--- config.mk ---
export PLATFORM = sky130hd
export DESIGN_NAME = sram_port_arbiter
export DESIGN_NICKNAME = d
export VERILOG_FILES = /design/src/rtl/sram_port_arbiter.sv
export SDC_FILE = /design/constraint.sdc
export NUM_CORES = 1
export LEC_CHECK = 0
export ABC_AREA = 0
export CORE_AREA = 2 2 145 147
export CTS_CLUSTER_DIAMETER = 50
export CTS_CLUSTER_SIZE = 24
export DETAILED_ROUTE_END_ITERATION = 8
export DIE_AREA = 0 0 147 149
export SYNTH_ARGS = -nofsm -noshare
export SYNTH_HDL_FRONTEND = slang
export SYNTH_SLANG_ARGS = --single-unit
--- constraint.sdc ---
create_clock -name clk -period 3.22 [get_ports clk]
set_clock_uncertainty 0.15 [all_clocks]
set_input_delay 0.322 -clock clk [delete_from_list [all_inputs] [get_ports clk]]
set_output_delay 0.322 -clock clk [all_outputs]
set_load 0.005 [all_outputs]
--- src/rtl/sram_port_arbiter.sv ---
// Purpose : shares one 64-bit single-port SRAM between the fetch port and the data port.
// Latency : grant is combinational; inst/data responses arrive exactly one cycle after grant.
// Backpress: the losing requester sees addr_ok=0 / stall=1 and must hold; fetch wins after STARVE_LIMIT denials.
//
// Ports:
//   clk, rst                         core clock, synchronous active-high reset
//   inst_req/inst_addr               fetch request (64-bit dual-instruction word)
//   inst_addr_ok/inst_data_ok/rdata  fetch grant, response valid, response data
//   i_stall                          fetch requested but not granted this cycle
//   data_req/wen/addr/wdata          32-bit load/store request (wen==0 means load)
//   data_addr_ok/data_data_ok/rdata  data grant, response/write-ack valid, load data
//   d_stall                          data requested but not granted this cycle
//   mem_en/wen/addr/wdata/rdata      SRAM side; rdata valid the cycle after mem_en
module sram_port_arbiter #(
    parameter int STARVE_LIMIT = 3
) (
    input  logic        clk,
    input  logic        rst,
    input  logic        inst_req,
    input  logic [31:0] inst_addr,
    output logic        inst_addr_ok,
    output logic        inst_data_ok,
    output logic [63:0] inst_rdata,
    output logic        i_stall,
    input  logic        data_req,
    input  logic [3:0]  data_wen,
    input  logic [31:0] data_addr,
    input  logic [31:0] data_wdata,
    output logic        data_addr_ok,
    output logic        data_data_ok,
    output logic [31:0] data_rdata,
    output logic        d_stall,
    output logic        mem_en,
    output logic [7:0]  mem_wen,
    output logic [31:0] mem_addr,
    output logic [63:0] mem_wdata,
    input  logic [63:0] mem_rdata
);

    typedef enum logic [1:0] {
        RESP_NONE = 2'd0,
        RESP_INST = 2'd1,
        RESP_DATA = 2'd2
    } resp_owner_t;

    localparam logic [3:0] LIMIT = 4'(STARVE_LIMIT);

    logic [3:0]  starve_cnt;
    resp_owner_t resp_owner;
    logic        resp_lane;
    logic        grant_inst;
    logic        grant_data;
    logic        fetch_prio;

    // Address bits below the SRAM word (fetch) or below the lane (data) carry no meaning here.
    logic unused_addr_bits;
    assign unused_addr_bits = ^{inst_addr[2:0], data_addr[1:0]};

    // Data normally wins; fetch only jumps ahead once it has been denied STARVE_LIMIT times in a row.
    always_comb begin
        fetch_prio = (starve_cnt == LIMIT);
        grant_inst = 1'b0;
        grant_data = 1'b0;
        if (!rst) begin
            if (data_req && !(inst_req && fetch_prio)) begin
                grant_data = 1'b1;
            end else if (inst_req) begin
                grant_inst = 1'b1;
            end
        end
    end

    assign inst_addr_ok = grant_inst;
    assign data_addr_ok = grant_data;
    assign i_stall      = inst_req & ~grant_inst;
    assign d_stall      = data_req & ~grant_data;

    // SRAM drive; when idle the address/data simply follow the data port.
    always_comb begin
        mem_en    = grant_inst | grant_data;
        mem_wen   = 8'h00;
        mem_addr  = {data_addr[31:3], 3'b000};
        mem_wdata = {data_wdata, data_wdata};
        if (grant_inst) begin
            mem_addr = {inst_addr[31:3], 3'b000};
        end else if (grant_data) begin
            mem_wen = data_addr[2] ? {data_wen, 4'b0000} : {4'b0000, data_wen};
        end
    end

    // Counts consecutive cycles in which fetch was waiting while data took the SRAM.
    always_ff @(posedge clk) begin
        if (rst || grant_inst || !inst_req) begin
            starve_cnt <= 4'd0;
        end else if (grant_data && (starve_cnt != LIMIT)) begin
            starve_cnt <= starve_cnt + 4'd1;
        end
    end

    // Remember who owns the SRAM read data arriving next cycle.
    always_ff @(posedge clk) begin
        if (rst) begin
            resp_owner <= RESP_NONE;
            resp_lane  <= 1'b0;
        end else begin
            if (grant_inst) begin
                resp_owner <= RESP_INST;
            end else if (grant_data) begin
                resp_owner <= RESP_DATA;
            end else begin
                resp_owner <= RESP_NONE;
            end
            resp_lane <= data_addr[2];
        end
    end

    // rst gating drops a response whose grant happened the cycle before reset.
    always_comb begin
        inst_data_ok = !rst && (resp_owner == RESP_INST);
        data_data_ok = !rst && (resp_owner == RESP_DATA);
        inst_rdata   = inst_data_ok ? mem_rdata : 64'd0;
        data_rdata   = 32'd0;
        if (data_data_ok) begin
            data_rdata = resp_lane ? mem_rdata[63:32] : mem_rdata[31:0];
        end
    end

endmodule

==> results of run 1 <==
[placed cells by master, fill, tap and decap left out]
| cell | n |
|---|---|
| buf_12 | 4 |
| mux2i_1 | 32 |
| or3b_4 | 1 |
| nor2b_1 | 3 |
| mux2_2 | 22 |
| buf_4 | 4 |
| clkbuf_16 | 3 |
| xor2_1 | 1 |
| nor3b_2 | 1 |
| a21oi_1 | 3 |
| nand3_1 | 1 |
| nor2_1 | 39 |
| nor3b_1 | 1 |
| and3_1 | 4 |
| mux2_1 | 7 |
| or3b_2 | 1 |
| ha_1 | 1 |
| xnor2_1 | 1 |
| and3b_1 | 4 |
| inv_1 | 2 |
| nand2b_1 | 2 |
| a21oi_4 | 1 |
| nand2_2 | 1 |
| and2_1 | 64 |
| dfxtp_2 | 1 |
| conb_1 | 3 |
| clkbuf_1 | 1 |
| clkdlybuf4s50_1 | 270 |
| dfxtp_1 | 6 |
[final cells by class]
cell class | count | area, um2 | area share (%)
Inverter | 2 | 7.51 | 0.157
Clock buffer | 4 | 78.8 | 1.64
Timing Repair Buffer | 278 | 2810 | 58.7
Sequential cell | 7 | 141 | 2.95
Multi-Input combinational cell | 193 | 1410 | 29.4
Tap cell | 275 | 344 | 7.18
[cell families (layout without fill, tap and decap cells)]
group	Yosys count	in the layout	share of synthesized area [%]
other cells	1	3	0.176
simple gates	122	122	32.1
fa+ha+maj	1	1	0.588
compound gates	4	4	1.47
flops	7	7	6.59
mux	61	61	30.4
xor+xnor	2	2	0.824
buf+inv	86	284	27.9
[flip-flops by register name (all words and copies together) (netlist names)]
| register | cells |
|---|---|
| resp_lane | 1 |
| resp_owner | 2 |
| starve_cnt | 4 |
[metal layers]
layer / global-route usage (%) / part of all wire (%)
met1: 10.7 / 38
met2: 16.7 / 50
met3: 3.39 / 10
met4: 2.12 / 1.5
met5: 0 / 0
[per-stage QoR]
step,area (um2),power (mW),util (%),cells
global route,4790,0.763,23.3,759
detailed placement,4710,0.513,22.9,755
CTS,4790,0.728,23.3,759
floorplan,2130,0.269,-,286
finish,4790,0.717,23.3,759
global placement,4710,0.512,22.9,755
[worst max path at each step]
| stage | end | slack [ns] | startpoint |
|---|---|---|---|
| 2_1_floorplan | mem_addr[14] | 1.12 | starve_cnt[0] |
| 3_3_place_gp | mem_addr[17] | 0.35 | rst |
| 3_5_place_dp | mem_addr[17] | 0.35 | rst |
| 4_1_cts | mem_addr[17] | 0.31 | starve_cnt[0] |
| 5_1_grt | mem_addr[17] | 0.21 | starve_cnt[0] |
| 6_report | mem_addr[17] | 0.34 | starve_cnt[0] |
[power groups by stage]
stage,Clock (mW),Combinational [mW],Sequential (mW)
3_5_place_dp,0,0.418,0.0945
5_1_grt,0.221,0.449,0.0932
4_1_cts,0.213,0.421,0.0932
2_1_floorplan,0,0.177,0.0919
6_report,0.210,0.414,0.0928
3_3_place_gp,0,0.417,0.0945
==> flow_metrics.env, run 1 <==
export IMPL_hold_worst_slack_ns=0.293
export IMPL_die_x_um=147
export IMPL_routed_wl_mm=10.8
export IMPL_drt_drc_violations_left=0
export IMPL_synth_top_cell_by_area="buf_4"
export IMPL_required_ns=2.75
export IMPL_crit_path_start_kind="flop"
export IMPL_worstPathCellList="ha_1, or3b_4, a21oi_4, buf_12, mux2_2, clkdlybuf4s50_1"
export IMPL_grtUsageTotal_pct=9.34
export IMPL_rr_startpoint="starve_cnt[0]"
export IMPL_yosysWarnings=0
export IMPL_final_setup_tns_ns=0
export IMPL_clk_pin_slew_worst_paths_ns=0.04
export IMPL_postRouteAntennaNets=0
export IMPL_async_flop_share_pct=0
export IMPL_htreeDepth=1
export IMPL_r2r_end="starve_cnt[2]"
export IMPL_maxCapViolCount=0
export IMPL_setup_ws_ns=0.335
export IMPL_grt_pass1_vias=2662
export IMPL_syn_area_mm2=0.00213
export IMPL_hold_class="reg2reg"
export IMPL_holdBufCountCts=0
export IMPL_irDropWorstVdd_uv=105
export IMPL_finalHoldViolations=0
export IMPL_synth_area_per_cell_um2=7.49
export IMPL_die_h_um=149
export IMPL_die_area_mm2=0.0219
export IMPL_grt_pass1_wl_mm=15.6
export IMPL_numPortBuffers=270
export IMPL_ys_seq_elements=7
export IMPL_setup_viol=0
export IMPL_crit_path_top_delay_cell="clkdlybuf4s50_1"
export IMPL_yosysUniqueCellTypes=27
export IMPL_period_needed_ns=2.88
export IMPL_min_path_cells=1
export IMPL_synth_cells=284
export IMPL_clk_insertion_delay_late_ns=0.23
export IMPL_cts_sinks=7
export IMPL_min_from="starve_cnt[0]"
export IMPL_cp_slowest_stage_delay_ns=0.47
export IMPL_worstSetupPathDepth=6
export IMPL_cellLeakagePower_nw=1.76
export IMPL_fin_crit_sh_pct=89.6
export IMPL_cts_setup_buffers=0
export IMPL_firstDrtPassIters=4
export IMPL_cts_tree="built"
export IMPL_p_per_area_mw_per_mm2=150
export IMPL_io_pins=375
export IMPL_outcome="completed"
export IMPL_worstPathArrival_ns=2.41
export IMPL_maxSlewViolCount=0
export IMPL_crit_path_max_fanout=31
export IMPL_ys_seq_area_share_pct=6.59
export IMPL_ctsResizeCount=0
export IMPL_cp_end_kind="output port"
export IMPL_nets=654
export IMPL_row_count=53
export IMPL_core_mm2=0.0206
export IMPL_first_iter_violations=66
export IMPL_hold_end="starve_cnt[0]"
export IMPL_p_seq_share_pct=12.9
export IMPL_wl_per_cell_um=14.2
export IMPL_comb_power_share_pct=57.7
export IMPL_path_class="reg2out"
export IMPL_rr_worst_depth=4
export IMPL_swShare_pct=24.0
export IMPL_synthFlopType="dfxtp_1"
export IMPL_layout_drive_gt1_share_pct=8.06
export IMPL_ys_top_cells_by_count="buf_4, and2_1, nor2_1"
export IMPL_numCtsBuffers=3
export IMPL_r2r_setup_slack_ns=1.66
export IMPL_fillCellCount=2271
export IMPL_critPathBufInv=2
export IMPL_initial_core_util_pct=10.3
export IMPL_rsz0062_at_grt="no"
export IMPL_dr_total_vias=2606
export IMPL_yosys_area_top_type_share_pct=24.4
export IMPL_preCtsSetupSlack_ns=0.349
export IMPL_dp_hpwl_mm=9.17
export IMPL_yosysMostFrequentCell="buf_4"
export IMPL_place_congestion=0.714
export IMPL_cp_top_family="buffers and inverters"
export IMPL_cts_buffer_depth=2
export IMPL_yosys_top_cells_area="buf_4, and2_1, mux2i_1"
export IMPL_switching_power_mw=0.172
export IMPL_syn_to_final_growth_pct=125
export IMPL_cts_root_buffer="clkbuf_16"
export IMPL_p_int_mw=0.545
export IMPL_n_antenna_cell=0
export IMPL_synth_edff_count=0
export IMPL_clock_power_share_pct=29.3
export IMPL_antenna_found_initial=0
export IMPL_grt_remaining_overflow=0
export IMPL_fmax_mhz=347
export IMPL_grt_max_degree=40
export IMPL_vias_per_cell=3.43
Power figures use the tool's default switching activity.
==> inputs of run 2 (changes only) <==
ABC_CLOCK_PERIOD_IN_PS = 3220   (was default)
CTS_BUF_LIST = sky130_fd_sc_hd__clkbuf_2   (was default)
==> flow_metrics.env, run 2 (synthesis results as in run 1) <==
export IMPL_p_per_area_mw_per_mm2=120
export IMPL_cp_top_family="buffers and inverters"
export IMPL_antenna_found_initial=1
export IMPL_layout_drive_gt1_share_pct=8.26
export IMPL_die_x_um=147
export IMPL_vias_per_cell=3.42
export IMPL_startpoint="starve_cnt[0]"
export IMPL_crit_path_top_delay_cell="clkdlybuf4s50_1"
export IMPL_rr_worst_depth=4
export IMPL_final_cells=760
export IMPL_rsz0062_at_grt="no"
export IMPL_row_count=53
export IMPL_grt_pass1_wl_mm=15.6
export IMPL_dp_hpwl_mm=9.17
export IMPL_holdBufCountCts=0
export IMPL_cts_root_buffer="clkbuf_2"
export IMPL_endpoint="mem_addr[17]"
export IMPL_cp_slowest_stage_delay_ns=0.47
export IMPL_clk_pin_slew_worst_paths_ns=0.07
export IMPL_largest_reg_flops=4
export IMPL_place_congestion=0.714
export IMPL_hold_worst_slack_ns=0.298
export IMPL_outcome="completed"
export IMPL_final_setup_tns_ns=0
export IMPL_placed_area_mm2=0.00471
export IMPL_grt_remaining_overflow=0
export IMPL_die_h_um=149
export IMPL_final_common_cell="clkdlybuf4s50_1"
export IMPL_fin_area_mm2=0.00474
export IMPL_syn_to_final_growth_pct=123
export IMPL_setup_viol=0
export IMPL_required_ns=2.75
export IMPL_worstSetupPathDepth=6
export IMPL_clk_insertion_delay_late_ns=0.23
export IMPL_routed_wl_mm=10.8
export IMPL_drt_drc_violations_left=0
export IMPL_ctsResizeCount=0
export IMPL_reg_largest_list="starve_cnt: 4 flops, resp_owner: 2 flops, resp_lane: 1 flops"
export IMPL_fillCellCount=2276
export IMPL_first_iter_violations=70
export IMPL_firstDrtPassIters=4
export IMPL_wl_per_cell_um=14.2
export IMPL_crit_path_max_fanout=31
export IMPL_worstPathCellList="ha_1, or3b_4, a21oi_4, buf_12, mux2_2, clkdlybuf4s50_1"
export IMPL_htreeDepth=1
export IMPL_placedCellCount=755
export IMPL_path_class="reg2out"
export IMPL_numPortBuffers=270
export IMPL_final_cell_mix="clkdlybuf4s50_1, and2_1, nor2_1"
export IMPL_io_pins=375
export IMPL_maxSlewViolCount=0
export IMPL_cp_end_kind="output port"
export IMPL_finalHoldViolations=0
export IMPL_fin_crit_sh_pct=89.9
export IMPL_fmax_mhz=346
export IMPL_preCtsSetupSlack_ns=0.349
export IMPL_worstPathArrival_ns=2.42
export IMPL_die_area_mm2=0.0219
export IMPL_r2r_end="starve_cnt[2]"
export IMPL_period_needed_ns=2.89
export IMPL_cts_sinks=7
export IMPL_hold_class="reg2reg"
export IMPL_cellLeakagePower_nw=1.73
export IMPL_cts_buffer_depth=2
export IMPL_critPathBufInv=2
export IMPL_postRouteAntennaNets=0
export IMPL_cts_tree="built"
export IMPL_finish_utilization_pct=23.0
export IMPL_maxCapViolCount=0
export IMPL_dr_total_vias=2602
export IMPL_grt_max_degree=40
export IMPL_nets=654
export IMPL_initial_core_util_pct=10.3
export IMPL_grtUsageTotal_pct=9.32
export IMPL_r2r_setup_slack_ns=1.65
export IMPL_cts_setup_buffers=0
export IMPL_irDropWorstVdd_uv=55.1
export IMPL_finalPower_mw=0.570
export IMPL_rr_startpoint="starve_cnt[0]"
export IMPL_crit_path_start_kind="flop"
export IMPL_setup_ws_ns=0.326
export IMPL_numCtsBuffers=3
export IMPL_largest_register="starve_cnt"
export IMPL_grt_pass1_vias=2664
export IMPL_core_mm2=0.0206
## run 2: cell count changes in the layout (fill, tap and decap cells not counted), sizes merged
cell / delta
diode: +1
## run 2: how the worst min path moves through the flow
stage / from / to / slack, ns / cells after the start
global route: starve_cnt[0] / starve_cnt[0] / 0.31 / 1
global placement: starve_cnt[0] / starve_cnt[0] / 0.28 / 1
detailed placement: starve_cnt[0] / starve_cnt[0] / 0.29 / 1
finish: starve_cnt[0] / starve_cnt[0] / 0.30 / 1
floorplan: rst / resp_lane / 0.24 / 1
CTS: starve_cnt[0] / starve_cnt[0] / 0.30 / 1
## run 2: worst register-to-register path, delay by kind of cell (launching register included)
family,cells,cell delay (ns)
AND/OR/NAND/NOR,3,0.81
flip-flops,1,0.32
adder cells (fa/ha/maj),1,0.22
## run 2: final cells by class
| cell class | instances | area, um2 | area share, % |
|---|---|---|---|
| repair buffers | 278 | 2810 | 59.4 |
| flip-flops and latches | 7 | 141 | 2.98 |
| clock buffers | 4 | 20.0 | 0.423 |
| well taps | 275 | 344 | 7.26 |
| diodes | 1 | 2.50 | 0.0528 |
| multi-input cells | 193 | 1410 | 29.7 |
| inverters | 2 | 7.51 | 0.158 |
## run 2: power breakdown
part           total, mW  leakage, nW  switching [mW]  internal (mW)
clock             0.0634       0.0166          0.0305         0.0330
sequential        0.0923       0.0575         0.00302         0.0893
combinational      0.414         1.66           0.124          0.290
## run 2: layer usage
layer  up-vias  part of all wire [%]  global-route usage [%]
met5         -                     0                       0
met4         0                   1.4                    2.12
met3        14                    10                    3.30
met2       198                    50                    16.7
met1      1140                    38                    10.6
li1       1250                     -                       -
